`config.mk`:
```
export PLATFORM = sky130hd
export DESIGN_NAME = uart_sys_ctrl
export DESIGN_NICKNAME = d
export VERILOG_FILES = /design/src/rtl/uart_sys_ctrl.sv
export SDC_FILE = /design/constraint.sdc
export NUM_CORES = 1
export LEC_CHECK = 0
export CORE_AREA = 2 2 72 91
export CTS_CLUSTER_SIZE = 14
export DETAILED_ROUTE_END_ITERATION = 16
export DIE_AREA = 0 0 74 93
export PLACE_DENSITY = 0.56
export SLEW_MARGIN = 30
export SYNTH_ARGS = -nofsm -noshare
export SYNTH_HDL_FRONTEND = slang
export SYNTH_SLANG_ARGS = --single-unit
```
`constraint.sdc`:
```
create_clock -name CLK -period 2.3 [get_ports CLK]
set_input_delay 0.69 -clock CLK [delete_from_list [all_inputs] [get_ports CLK]]
set_output_delay 0.69 -clock CLK [all_outputs]
set_load 0.005 [all_outputs]
```
`src/rtl/uart_sys_ctrl.sv`:
```
// ============================================================================
// uart_sys_ctrl : UART command decoder driving the register file (write/read
//                 frames) and returning read bytes to the UART transmitter.
// Revision 1.0
// ============================================================================
`default_nettype none

module uart_sys_ctrl #(
    parameter int DATA_WIDTH = 8,
    parameter int ADDR_WIDTH = 4,
    parameter int RD_TIMEOUT = 16
) (
    input  logic                  CLK,
    input  logic                  RST,
    input  logic [DATA_WIDTH-1:0] RX_P_DATA,
    input  logic                  RX_D_VLD,
    output logic [ADDR_WIDTH-1:0] RF_Address,
    output logic                  RF_WrEn,
    output logic                  RF_RdEn,
    output logic [DATA_WIDTH-1:0] RF_WrData,
    input  logic [DATA_WIDTH-1:0] RF_RdData,
    input  logic                  RF_RdData_VLD,
    output logic [DATA_WIDTH-1:0] TX_P_DATA,
    output logic                  TX_D_VLD,
    input  logic                  TX_BUSY,
    output logic [7:0]            ERR_CNT
);

    localparam int CNT_W = (RD_TIMEOUT > 2) ? $clog2(RD_TIMEOUT) : 1;
    localparam logic [CNT_W-1:0]      CNT_LAST = CNT_W'(RD_TIMEOUT - 1);
    localparam logic [DATA_WIDTH-1:0] CMD_WR   = DATA_WIDTH'(8'hAA);
    localparam logic [DATA_WIDTH-1:0] CMD_RD   = DATA_WIDTH'(8'hBB);
    localparam logic [DATA_WIDTH-1:0] RD_FAIL  = DATA_WIDTH'(8'hFF);

    localparam logic [2:0] S_IDLE    = 3'd0;
    localparam logic [2:0] S_WR_ADDR = 3'd1;
    localparam logic [2:0] S_WR_DATA = 3'd2;
    localparam logic [2:0] S_RD_ADDR = 3'd3;
    localparam logic [2:0] S_RD_WAIT = 3'd4;
    localparam logic [2:0] S_TX_REQ  = 3'd5;
    localparam logic [2:0] S_TX_WAIT = 3'd6;

    logic [2:0]       state;
    logic [CNT_W-1:0] tmo_cnt;
    logic             err_evt;

    // All error sources in one cycle collapse into a single increment.
    always_comb begin
        err_evt = 1'b0;
        case (state)
            S_IDLE:    err_evt = RX_D_VLD && (RX_P_DATA != CMD_WR) && (RX_P_DATA != CMD_RD);
            S_RD_WAIT: err_evt = RX_D_VLD || (!RF_RdData_VLD && (tmo_cnt == CNT_LAST));
            S_TX_REQ,
            S_TX_WAIT: err_evt = RX_D_VLD;
            default:   err_evt = 1'b0;
        endcase
    end

    always_ff @(posedge CLK) begin
        if (!RST) begin
            state      <= S_IDLE;
            RF_Address <= '0;
            RF_WrData  <= '0;
            RF_WrEn    <= 1'b0;
            RF_RdEn    <= 1'b0;
            TX_P_DATA  <= '0;
            TX_D_VLD   <= 1'b0;
            ERR_CNT    <= 8'd0;
            tmo_cnt    <= '0;
        end else begin
            RF_WrEn  <= 1'b0;
            RF_RdEn  <= 1'b0;
            TX_D_VLD <= 1'b0;

            if (err_evt && (ERR_CNT != 8'hFF)) begin
                ERR_CNT <= ERR_CNT + 8'd1;
            end

            case (state)
                S_IDLE: begin
                    if (RX_D_VLD) begin
                        if (RX_P_DATA == CMD_WR) begin
                            state <= S_WR_ADDR;
                        end else if (RX_P_DATA == CMD_RD) begin
                            state <= S_RD_ADDR;
                        end
                    end
                end
                S_WR_ADDR: begin
                    if (RX_D_VLD) begin
                        RF_Address <= RX_P_DATA[ADDR_WIDTH-1:0];
                        state      <= S_WR_DATA;
                    end
                end
                S_WR_DATA: begin
                    if (RX_D_VLD) begin
                        RF_WrData <= RX_P_DATA;
                        RF_WrEn   <= 1'b1;
                        state     <= S_IDLE;
                    end
                end
                S_RD_ADDR: begin
                    if (RX_D_VLD) begin
                        RF_Address <= RX_P_DATA[ADDR_WIDTH-1:0];
                        RF_RdEn    <= 1'b1;
                        tmo_cnt    <= '0;
                        state      <= S_RD_WAIT;
                    end
                end
                S_RD_WAIT: begin
                    // Valid data on the terminal-count cycle takes priority.
                    if (RF_RdData_VLD) begin
                        TX_P_DATA <= RF_RdData;
                        state     <= S_TX_REQ;
                    end else if (tmo_cnt == CNT_LAST) begin
                        TX_P_DATA <= RD_FAIL;
                        state     <= S_TX_REQ;
                    end else begin
                        tmo_cnt <= tmo_cnt + 1'b1;
                    end
                end
                S_TX_REQ: begin
                    if (!TX_BUSY) begin
                        TX_D_VLD <= 1'b1;
                        state    <= S_TX_WAIT;
                    end
                end
                S_TX_WAIT: begin
                    if (TX_BUSY) begin
                        state <= S_IDLE;
                    end
                end
                default: state <= S_IDLE;
            endcase
        end
    end

endmodule

`default_nettype wire

```
# == Yosys cells after proc, flatten, opt, wreduce, memory -nomap -nowiden ==
# Index checks and enable logic that the tools add are counted.
# word_totals
ff_bits,38
in_bits,21
elab_cells,72
# op_classes
add_sub_neg,2
eq_ne,22
muxes,20
n_reduce_logical,19
# ops
cell,count
3-bit 2-to-1 mux,10
"8-bit inequality test, second input constant",3
3-bit one-hot mux with 7 select lines,1
"8-bit equality test, second input constant",2
8-bit 2-to-1 mux,2
"2-bit inequality test, second input constant",8
4-bit 2-to-1 mux,3
2-bit AND reduction,6
"3-bit equality test, second input constant",3
"8-bit by 1-bit adder with 8-bit output, second input constant",1
4-bit one-hot mux with 2 select lines,1
8-bit AND reduction,1
"3-bit by 2-bit equality test with 1-bit output, second input constant",2
"3-bit inequality test, second input constant",2
"4-bit by 1-bit adder with 4-bit output, second input constant",1
"4-bit equality test, second input constant",1
1-bit logical AND,4
4-bit AND reduction,1
2-bit nonzero test,2
2-bit OR reduction,2
"3-bit by 1-bit equality test with 1-bit output, second input constant",1
3-bit zero test,1
1-bit one-hot mux with 3 select lines,1
1-bit 2-to-1 mux,2
2 further kinds,2

# == Logic depth before layout (Yosys ltp) ==
# Gate-level depths: netlist of run 1.
# logic_depth
depth_word,5
depth_mapped,6
depth_no_buf,5

# == Least setup slack after synthesis of run 1 ==
# OpenSTA, ideal clock, no wires.
# synth_timing
kind,input port to flip-flop
start,input RX_P_DATA[2]
end,register ERR_CNT[7]
setup_ns,0.086
t_arrival_ns,1.640
t_required_ns,2.214
slack_ns,0.574
cell_stages,4
path_buffers,0
cell_sequence,nand4b_1 > o31a_1 > o2111a_1 > a211oi_1
# synth_between
elab_chain_cells,5
elab_cells_between_ends,6
classes_between,2 x eq/ne; 1 x mux; 3 x reduce/logical
# synth_lines
item,line_no,text
start: declaration,15,"input logic [DATA_WIDTH-1:0] RX_P_DATA,"
8-bit inequality test,51,S_IDLE: err_evt = RX_D_VLD && (RX_P_DATA != CMD_WR) && (RX_P_DATA != CMD_RD);
1-bit logical AND,51,
1-bit logical AND *,51,
1-bit one-hot mux with 3 select lines *,50,case (state)
1-bit logical AND *,75,if (err_evt && (ERR_CNT != 8'hFF)) begin
end signal: assignment,76,ERR_CNT <= ERR_CNT + 8'd1;
end: declaration,26,output logic [7:0] ERR_CNT
# Mark *: on every way between the ends. The rest lies on a longest branch, timed or not.
# A chain may end at the register's enable or synchronous reset.

# == Worst setup path in the final report of run 1 ==
# Ends and elaborated chain as after synthesis.

==> flow_metrics.py, run 1 <==
metrics = {
    "outcome": {
        "outcome": "completed",
    },
    "global_route": {
        "grt_max_degree": 16,
        "grt_pass1_wl_um": 6890,
        "overflow": 0,
        "antenna_found_initial": 0,
        "grt_pass1_vias": 1490,
        "track_usage": 0.127,
    },
    "power": {
        "ir_drop_uv": 226,
        "p_sw_frac": 0.267,
        "p_seq_frac": 0.525,
        "clkPwrFrac": 0.317,
        "p_sw_mw": 0.368,
        "powerDensity_nw_per_um2": 552,
        "p_int_mw": 1.01,
        "power.leakage_nw": 0.912,
        "total_power_mw": 1.38,
        "power_frac_comb": 0.158,
    },
    "setup_path": {
        "cp_max_fo": 5,
        "crit_type": "in2reg",
        "crit_path_start_kind": "primary input",
        "critical_path_required_ps": 2500,
        "worst_ep_arrival_time_ps": 2260,
        "crit_path_end_kind": "flip-flop",
    },
    "final_layout": {
        "final_util": 0.412,
        "nNetsFinal": 273,
        "stdcell_count": 335,
        "syn_to_final_growth_pct": 42.0,
        "post-route-cell-area_um2": 2490,
        "antenna_cells": 0,
        "drive_above_1_share": 0.164,
    },
    "timing": {
        "finalSetupTns_ps": 0,
        "worst_slew_pin_slew_ps": 548,
        "fin_ws_ps": 238,
        "finalSetupViolations": 0,
        "slew_viol_final": 0,
        "timing.hold.ws_ps": 452,
        "fmaxAchievable_mhz": 485,
        "fin_crit_sh": 0.897,
        "rsz0062_at_grt": "false",
        "maxSlewHeadroom": 0.634,
        "hold_viol": 0,
        "min_period_ps": 2060,
        "clock_skew_ps": 9.27,
    },
    "clocking": {
        "cts_setup_buffers": 0,
        "cts_buffers": 5,
        "cts_resized": 0,
        "clkLatencyLatePin_ps": 280,
        "clkSinkCount": 38,
        "cts_hold_buf": 0,
        "cts_tree": "built",
        "clk_path_buf_depth": 2,
        "cts.clk_slew.worst_paths_ps": 70,
        "clockRootBuffer": "clkbuf_8",
        "htree_levels": 2,
    },
    "placed_design": {
        "io_buffer_count": 51,
        "post_dp_cell_area_um2": 2410,
        "place_ws_ps": -78.2,
        "dp.cells": 328,
        "dp_hpwl_um": 3110,
        "gp_congestion": 0.787,
    },
    "logic_synthesis": {
        "synth_most_common_cell": "dfxtp_1",
        "synth_top_area_share": 0.433,
        "synth_area_per_cell_um2": 9.34,
        "async_flop_share": 0,
        "syn_nets": 211,
        "yosysTopAreaCell": "dfxtp_1",
        "synth_warnings": 0,
        "syn-instance-count": 188,
        "synth_common_cells": "38 x dfxtp_1, 30 x nand2_1, 14 x a21oi_1, 12 x mux2i_1, 11 x nor2_1",
        "seq_area_frac_synth": 0.433,
        "synth-seq-cells": 38,
        "synth_area_leaders": "dfxtp_1 43%, mux2i_1 6.8%, nand2_1 6.4%",
        "synth_edf_count": 0,
        "synth-main-ff-cell": "dfxtp_1",
        "ys_types": 45,
        "synth.cell_area_um2": 1760,
    },
    "die": {
        "fp.dieArea_um2": 6880,
        "start_util": 0.291,
        "die_x_um": 74,
        "row_count": 32,
        "ios": 52,
        "die_h_um": 93,
        "core_area_um2": 6050,
    },
    "drt": {
        "viasPerCell": 4.73,
        "routedWlPerCell_um": 12.6,
        "vias": 1585,
        "dr.first_iter.drc_count": 85,
        "ant_nets": 0,
        "first_pass_iters": 5,
        "drt_wl_total_um": 4210,
        "drc_errors": 0,
    },
    "job": {
        "maxCapViolCount": 0,
    },
    "hold_path": {
        "hold_class": "reg2reg",
    },
}
## state kept, by name (all words and copies together) (netlist names)
signal / count
TX_D_VLD: 1
tmo_cnt: 4
RF_RdEn: 1
RF_WrEn: 1
state: 3
RF_WrData: 8
ERR_CNT: 8
TX_P_DATA: 8
RF_Address: 4
## per-layer routing
layer  wire length, um  GRT usage
met5                 0          0
met4                50     0.0364
met3               208     0.0323
met2              2050      0.212
met1              1910      0.158
## placed cells by master (no fill, tap or decap), types with 2 or more instances in the layout
| cell | count |
|---|---|
| nand3_1 | 4 |
| nand2b_1 | 5 |
| clkbuf_8 | 5 |
| nor3b_2 | 3 |
| nor3_1 | 2 |
| mux2i_1 | 12 |
| nand2_1 | 30 |
| nor4_1 | 2 |
| o2111a_1 | 2 |
| buf_4 | 12 |
| o221a_2 | 8 |
| clkdlybuf4s50_1 | 51 |
| o21ai_0 | 7 |
| a211oi_1 | 5 |
| a21oi_1 | 14 |
| ha_1 | 2 |
| or3_1 | 2 |
| inv_1 | 7 |
| nor2_1 | 11 |
| dfxtp_1 | 38 |
| nand4_1 | 2 |
| clkinv_2 | 2 |
## critical path, cell delays in order
cell	delay [ps]
clkdlybuf4s50_1	410
nand4b_1	300
o31a_1	380
o2111a_1	270
a211oi_1	210
## worst paths after layout
path                            cells past startpoint                      start  slack, ps                        end
worst max-delay path                                5               RX_P_DATA[2]        240    ERR_CNT[7]$_SDFFE_PN0P_
worst min-delay path                                2  RF_WrData[5]$_SDFFE_PN0P_        450  RF_WrData[5]$_SDFFE_PN0P_
worst max register to register                      4      state[0]$_SDFFE_PN0P_        620    ERR_CNT[3]$_SDFFE_PN0P_
worst min register to register                      2  RF_WrData[5]$_SDFFE_PN0P_        450  RF_WrData[5]$_SDFFE_PN0P_
## cell type report
type / count / area [um^2]
Clock buffer: 5 / 68.8
Clock inverter: 2 / 10.0
Fill cell: 613 / 3550
Inverter: 7 / 26.3
Multi-Input combinational cell: 135 / 921
Sequential cell: 38 / 761
Tap cell: 85 / 106
Timing Repair Buffer: 63 / 601
## power by group through the flow
stage	logic, mW	registers [mW]	clock network [mW]
floorplan	0.135	0.719	0
global placement	0.220	0.738	0
detailed placement	0.219	0.738	0
CTS	0.221	0.722	0.447
global route	0.239	0.729	0.469
finish	0.218	0.723	0.436
## logic make-up after synthesis
kind of cell,Yosys count,synth area share
AND/OR/NAND/NOR,72,0.226
AO/OA/AOI/OAI,48,0.211
flip-flops,38,0.433
buffers and inverters,15,0.0427
multiplexers,12,0.0684
adder cells (fa/ha/maj),2,0.0142
XOR/XNOR,1,0.00499
(Power assumes the default switching activity.)
==> inputs of run 2 (changes only) <==
--- a/config.mk
+++ b/config.mk
@@ -9,7 +9,9 @@
 export CTS_CLUSTER_SIZE = 14
 export DETAILED_ROUTE_END_ITERATION = 16
 export DIE_AREA = 0 0 74 93
+export HOLD_SLACK_MARGIN = 0.08
 export PLACE_DENSITY = 0.56
+export SKIP_LAST_GASP = 1
 export SLEW_MARGIN = 30
 export SYNTH_ARGS = -nofsm -noshare
 export SYNTH_HDL_FRONTEND = slang
==> results of run 2 <==
The final DEF is identical to that of run 1; final timing and power are the same.
